[src/rtl/mux_rr_sched_pkg.sv]
// Shared types and helpers for the round-robin mux scheduler.
// Latency: n/a (types, constants and elaboration-time helpers only).
// Backpressure: n/a.
package mux_rr_sched_pkg;

    // Scheduler FSM encoding: one bit is enough for two states.
    typedef enum logic {
        S_IDLE   = 1'b0,
        S_ACTIVE = 1'b1
    } state_t;

    // beat_cnt width; MAX_BEATS <= 255 keeps the counter from wrapping.
    localparam int BEAT_W = 8;

    // Ceiling log2, used to check that SW can address all K requesters.
    function automatic int clog2(input int n);
        int r;
        r = 0;
        while ((1 << r) < n) r = r + 1;
        return r;
    endfunction

endpackage

[src/rtl/mux_rr_sched_rr_pick.sv]
// Rotating-priority picker: first set req bit scanning from ptr upward with wrap.
// Latency: purely combinational.
// Backpressure: none; the caller decides when to act on the result.
module rr_pick
    import mux_rr_sched_pkg::*;
#(
    parameter int K  = 64,
    parameter int SW = 6
) (
    input  logic [K-1:0]  req,
    input  logic [SW-1:0] ptr,
    output logic          found,
    output logic [SW-1:0] idx
);

    // Scan offsets from farthest to nearest so the lowest offset from ptr wins.
    always_comb begin
        int j;
        found = 1'b0;
        idx   = '0;
        j     = 0;
        for (int off = K - 1; off >= 0; off--) begin
            j = int'(ptr) + off;
            if (j >= K) j = j - K;
            if (req[j]) begin
                found = 1'b1;
                idx   = j[SW-1:0];
            end
        end
    end

endmodule

[src/rtl/mux_rr_sched.sv]
// Round-robin scheduler sharing one Kx1 mux: grants one requester, holds sel for a burst.
// Latency: req seen at edge n -> sel/grant registered at edge n; out_valid combinational from req[sel].
// Backpressure: out_ready low freezes sel and beat_cnt indefinitely; release on MAX_BEATS or req withdraw.
module mux_rr_sched
    import mux_rr_sched_pkg::*;
#(
    parameter int K         = 64,
    parameter int SW        = 6,
    parameter int MAX_BEATS = 8
) (
    input  logic              clk,
    input  logic              rst_n,
    input  logic              en,
    input  logic [K-1:0]      req,
    input  logic              out_ready,
    output logic [SW-1:0]     sel,
    output logic [K-1:0]      grant,
    output logic              out_valid,
    output logic [BEAT_W-1:0] beat_cnt
);

    // Elaboration-time parameter sanity checks.
    if (MAX_BEATS < 1 || MAX_BEATS > 255) begin : g_bad_max_beats
        $error("mux_rr_sched: MAX_BEATS must be in 1..255");
    end
    if (K < 2 || clog2(K) > SW) begin : g_bad_k_sw
        $error("mux_rr_sched: need 2 <= K <= 2**SW");
    end

    localparam int                NSEL      = 1 << SW;
    localparam logic [BEAT_W-1:0] LAST_BEAT = BEAT_W'(MAX_BEATS - 1);

    state_t             state;
    logic [SW-1:0]      ptr;
    logic               pick_found;
    logic [SW-1:0]      pick_idx;
    logic [K-1:0]       pick_onehot;
    logic [NSEL-1:0]    req_pad;
    logic               req_cur;
    logic               xfer;
    logic               last_beat;
    logic               rel;

    rr_pick #(
        .K  (K),
        .SW (SW)
    ) u_pick (
        .req   (req),
        .ptr   (ptr),
        .found (pick_found),
        .idx   (pick_idx)
    );

    // Zero-extend req to the full select range so req[sel] never indexes out of range.
    always_comb begin
        req_pad        = '0;
        req_pad[K-1:0] = req;
    end

    assign req_cur   = req_pad[sel];
    assign out_valid = (state == S_ACTIVE) && req_cur;
    assign xfer      = out_valid && out_ready;
    assign last_beat = xfer && (beat_cnt == LAST_BEAT);
    assign rel       = (state == S_ACTIVE) && (!req_cur || last_beat);

    // One-hot form of the picked index, loaded into grant when a burst starts.
    always_comb begin
        pick_onehot = '0;
        for (int i = 0; i < K; i++) begin
            pick_onehot[i] = (pick_idx == SW'(i));
        end
    end

    // Scheduler FSM: grant in IDLE, count beats and release in ACTIVE; sel only moves in IDLE.
    always_ff @(posedge clk or negedge rst_n) begin
        if (!rst_n) begin
            state    <= S_IDLE;
            ptr      <= '0;
            sel      <= '0;
            grant    <= '0;
            beat_cnt <= '0;
        end else begin
            case (state)
                S_IDLE: begin
                    if (en && pick_found) begin
                        sel      <= pick_idx;
                        grant    <= pick_onehot;
                        beat_cnt <= '0;
                        state    <= S_ACTIVE;
                    end
                end
                S_ACTIVE: begin
                    if (rel) begin
                        ptr      <= (sel == SW'(K - 1)) ? '0 : sel + SW'(1);
                        grant    <= '0;
                        beat_cnt <= '0;
                        state    <= S_IDLE;
                    end else if (xfer) begin
                        beat_cnt <= beat_cnt + BEAT_W'(1);
                    end
                end
                default: state <= S_IDLE;
            endcase
        end
    end

endmodule

[config.mk]
export PLATFORM = sky130hd
export DESIGN_NAME = mux_rr_sched
export DESIGN_NICKNAME = d
export VERILOG_FILES = /design/src/rtl/mux_rr_sched_pkg.sv /design/src/rtl/mux_rr_sched_rr_pick.sv /design/src/rtl/mux_rr_sched.sv
export SDC_FILE = /design/constraint.sdc
export NUM_CORES = 1
export LEC_CHECK = 0
export CAP_MARGIN = 20
export CORE_ASPECT_RATIO = 1.4
export CORE_MARGIN = 4
export CORE_UTILIZATION = 62
export CTS_CLUSTER_SIZE = 14
export DETAILED_ROUTE_END_ITERATION = 16
export GPL_TIMING_DRIVEN = 0
export PLACE_DENSITY = 0.82
export SLEW_MARGIN = 30
export SYNTH_ARGS = -nofsm -noshare
export SYNTH_HDL_FRONTEND = slang
export SYNTH_SLANG_ARGS = --single-unit
[constraint.sdc]
create_clock -name clk -period 8.3 [get_ports clk]
set_input_delay 1.66 -clock clk [delete_from_list [all_inputs] [get_ports clk]]
set_output_delay 1.66 -clock clk [all_outputs]
set_load 0.01 [all_outputs]
==> impl_metrics.csv, run 1 <==
group,metric,value,unit
outcome,status,"did not finish",
outcome,haltStage,"5_1_grt",
outcome,first-error,"[ERROR GRT-0116] Global routing finished with congestion. Check the congestion regions in the DRC Viewer.",
clock_tree,holdBufCountCts,0,
logic_synthesis,yosys-top-cells-count,"nand2_1 (190), mux4_2 (176), nor2_1 (175), mux2i_1 (136), a21oi_1 (114)",
logic_synthesis,synth.area.top_cells,"mux4_2 (21%), dfrtp_1 (11%), mux2i_1 (7.3%)",
grt,grt_pass1_vias,25900,
place,placed_area,20600,um^2
logic_synthesis,synthMuxAreaShare,0.354,
clock_tree,cts_buffers,9,
clock_tree,cts_sinks,85,
logic_synthesis,yosysUniqueCellTypes,105,
logic_synthesis,avgSynthCellArea,8.82,um^2
logic_synthesis,postSynth.asyncResetShare,1.00,
grt,grt.total_usage,0.723,
place,dp_hpwl,79.4,mm
logic_synthesis,yosysTopAreaCell,"mux4_2",
logic_synthesis,synth-simple-area-share,0.175,
logic_synthesis,yosysSeqAreaShare,0.115,
logic_synthesis,synth_area,18500,um^2
logic_synthesis,synthesis.nets,2190,
place,port_buffers,146,
grt,grt_max_degree,55,
logic_synthesis,netlist_instances,2102,
place,place.gp.congestion,1.31,
logic_synthesis,ys_ff_latch,85,
place,dpl.cell_count,2630,
grt,grt_remaining_overflow,97,
logic_synthesis,synth_edf_count,0,
floorplan,die_w,154,um
clock_tree,cts_htree_levels,3,
logic_synthesis,synth_top_family_by_area,"multiplexers",
logic_synthesis,yosysWarnings,0,
logic_synthesis,synth_top_area_frac,0.214,
logic_synthesis,synth_most_common_cell,"nand2_1",
floorplan,start_util,0.632,
logic_synthesis,synthAdderAreaFrac,0.0135,
grt,grt_pass1_wl,177,mm
logic_synthesis,ys.flop_type,"dfrtp_1",
logic_synthesis,synth-xor-area-share,0.0414,
floorplan,fp.dieH,213,um
clock_tree,clock_path_buffers,2,
logic_synthesis,synth_compound_area_frac,0.245,
clock_tree,cts-root-buf,"clkbuf_16",
floorplan,fp-row-count,74,
floorplan,io_pins,147,
-- per-stage QoR --
step	hold slack [ns]	setup slack, ns
after floorplan	0.532	1.37
after global placement	0.472	-1.82
after detailed placement	0.480	-1.47
after CTS	0.504	0.000214
-- layer usage --
| metal | GRT overflow | global-route usage |
|---|---|---|
| met5 | 0 | 0.249 |
| met2 | 52 | 0.902 |
| met1 | 2 | 0.709 |
| met4 | 43 | 0.721 |
| met3 | 0 | 0.571 |
-- logic make-up after synthesis --
| family | Yosys count |
|---|---|
| simple gates | 666 |
| buf+inv | 219 |
| flops | 85 |
| mux | 406 |
| fa+ha+maj | 20 |
| xor+xnor | 86 |
| compound gates | 620 |
-- timing repair --
action / in CTS
buffers inserted: 6
setup endpoints to repair: 79
pin swaps: 5
gates resized for setup: 48
==> inputs of run 2 (changes only) <==
--- a/config.mk
+++ b/config.mk
@@ -6,13 +6,11 @@
 export NUM_CORES = 1
 export LEC_CHECK = 0
 export CAP_MARGIN = 20
-export CORE_ASPECT_RATIO = 1.4
 export CORE_MARGIN = 4
-export CORE_UTILIZATION = 62
-export CTS_CLUSTER_SIZE = 14
+export CORE_UTILIZATION = 40
 export DETAILED_ROUTE_END_ITERATION = 16
 export GPL_TIMING_DRIVEN = 0
-export PLACE_DENSITY = 0.82
+export PLACE_DENSITY_LB_ADDON = 0.15
 export SLEW_MARGIN = 30
 export SYNTH_ARGS = -nofsm -noshare
 export SYNTH_HDL_FRONTEND = slang
==> run 2 against run 1 <==
Compared with the run above: the flow now finishes, with violations (setup timing); synthesized area is the same; synthesized cell count is the same.
==> impl_metrics.csv, run 2 <==
group,metric,value,unit
outcome,status,"finished with violations",
outcome,violations,"setup timing",
logic_synthesis,avgSynthCellArea,8.82,um^2
critical_path,crit_start,"ptr[1]",
clock_tree,insertion_delay,0.34,ns
clock_tree,cts_tree,"done",
logic_synthesis,synth_edf_count,0,
grt,grt_remaining_overflow,0,
timing,period_share,1.02,
min_path,hold_path_depth,1,
clock_tree,clock_path_buffers,2,
grt,grt_max_degree,58,
timing,hold_slack,0.491,ns
layout,nets,2364,
logic_synthesis,ys.flop_type,"dfrtp_1",
logic_synthesis,synthesis.nets,2190,
drt,drt_pass1_iterations,6,
timing,worst_slack,-0.139,ns
clock_tree,path_clk_slew,0.07,ns
logic_synthesis,synth_area,18500,um^2
drt,routedWlPerCell,39.5,um
timing,setup_tns,-4.18,ns
critical_path,r2r_start,"ptr[1]",
logic_synthesis,ys_ff_latch,85,
layout,largest_reg_flops,64,
floorplan,dieArea,49800,um^2
grt,grt.total_usage,0.439,
critical_path,worstPathMaxFanout,14,
timing,fin_crit,8.44,ns
critical_path,crit_type,"reg2reg",
clock_tree,holdBufCountCts,0,
logic_synthesis,netlist_instances,2102,
grt,grt_pass1_wl,158,mm
logic_synthesis,synth_top_area_frac,0.214,
floorplan,core_area,45600,um^2
critical_path,endpoint_kind,"flop",
layout,top_register,"grant",
timing,drv_slew,0,
min_path,min_from,"grant[57]",
logic_synthesis,synth_most_common_cell,"nand2_1",
layout,fillers,4389,
logic_synthesis,yosysWarnings,0,
critical_path,arrival,8.71,ns
grt,grt_pass1_vias,20500,
layout,final_cell_area,21800,um^2
clock_tree,cts-root-buf,"clkbuf_16",
layout,layout_common_cells,"nand2_1 (190), mux4_2 (176), nor2_1 (170)",
grt,grt_antenna_before_repair,7,
floorplan,fp-row-count,78,
drt,via_count,22200,
flow_run,max_cap_violations,0,
place,place.gp.congestion,1.14,
logic_synthesis,synth.area.top_cells,"mux4_2 (21%), dfrtp_1 (11%), mux2i_1 (7.3%)",
clock_tree,cts_htree_levels,3,
layout,reg_top3,"grant: 64 flops, beat_cnt: 8 flops",
floorplan,die_w,223,um
floorplan,fp.dieH,223,um
critical_path,rr_worst_depth,23,
drt,totalWireLength,114,mm
logic_synthesis,postSynth.asyncResetShare,1.00,
layout,layout-drive-gt1-share,0.215,
timing,clock_skew,0.0111,ns
timing,tightest_slew,1.21,ns
logic_synthesis,yosysSeqAreaShare,0.115,
clock_tree,cts_buffers,9,
floorplan,start_util,0.407,
place,dp_hpwl,92.7,mm
drt,drc_errors,0,
layout,final_common_cell,"nand2_1",
timing,max_slew_margin,0.193,
timing,setup_viol,46,
drt,drt_iter0_drc,3758,
place,port_buffers,146,
timing,max_freq,119,MHz
layout,syn2layout_area_growth,17.6,%
logic_synthesis,yosysTopAreaCell,"mux4_2",
timing,hold_viol,0,
drt,avgViaCountPerCell,7.68,
logic_synthesis,yosys-top-cells-count,"nand2_1 (190), mux4_2 (176), nor2_1 (175), mux2i_1 (136), a21oi_1 (114)",
min_path,hold_class,"reg2reg",
critical_path,worstPathRequired,8.57,ns
place,dp_slack,-1.80,ns
drt,ant_nets,0,
place,placed_area,21000,um^2
clock_tree,cts_sinks,85,
floorplan,io_pins,147,
logic_synthesis,yosysUniqueCellTypes,105,
critical_path,startpoint_type,"flop",
run 2: path summary, 6_finish.rpt:
path                        endpoint  slack [ns]
setup / recovery            grant[5]       -0.14
hold / removal             grant[57]        0.49
setup reg to reg            grant[5]       -0.14
hold reg to reg            grant[57]        0.49
max in group asynchronous     ptr[3]        6.54
min in group asynchronous  grant[10]        1.19
run 2: metrics by stage:
step / util / instances
6_report: 0.478 / 2889
5_1_grt: 0.478 / 2881
4_1_cts: 0.472 / 2873
3_5_place_dp: 0.460 / 2855
3_3_place_gp: 0.455 / 2848
2_1_floorplan: - / 2102
run 2: layer usage:
| layer | GRT usage | share of wire |
|---|---|---|
| met5 | 0 | 0.00016 |
| met4 | 0.241 | 0.074 |
| met3 | 0.135 | 0.14 |
| met2 | 0.640 | 0.42 |
| met1 | 0.580 | 0.37 |
run 2: critical path: stages (launching register included):
cell	delay, ns
dfrtp_1	0.52
buf_2	0.24
buf_4	0.24
buf_4	0.27
clkbuf_4	0.41
clkinvlp_4	0.33
clkbuf_4	0.40
ha_1	0.41
buf_4	0.22
buf_4	0.26
buf_4	0.25
buf_4	0.26
mux4_2	0.42
mux4_2	0.62
mux2_2	0.36
mux2i_2	0.46
nor2_1	0.08
a2111oi_1	0.79
nand3b_1	0.18
a211oi_1	0.23
o21ai_1	0.21
o21a_1	0.45
nor3_4	0.45
a32o_1	0.25
run 2: final cells by class:
class | instances | area (um^2) | share of cell area
Multi-Input combinational cell | 1798 | 15800 | 0.727
Antenna cell | 8 | 20.0 | 0.000918
Sequential cell | 85 | 2130 | 0.0976
Timing Repair Buffer | 166 | 1670 | 0.0765
Clock buffer | 10 | 229 | 0.0105
Buffer | 161 | 900 | 0.0413
Inverter | 55 | 211 | 0.00970
Tap cell | 600 | 751 | 0.0344
Clock inverter | 6 | 52.6 | 0.00241
run 2: cells by family after synthesis:
family,synth area share
AOI/OAI and AO/OA,0.245
xor gates and xnor gates,0.0414
adders and majority gates,0.0135
muxes,0.354
and+or+nand+nor,0.175
DFF,0.115
buffers and inverters,0.0574
run 2: what timing repair did:
item                       4_1_cts  5_1_grt
buffers inserted                 4        8
pin swaps                        1        5
cloned                           0        0
setup endpoints to repair       79       71
resized for setup               46       48
Power of run 2 is left out: the tool's default activity adds up to more than one toggle a clock period on the data nets, which glitch-free logic cannot reach.
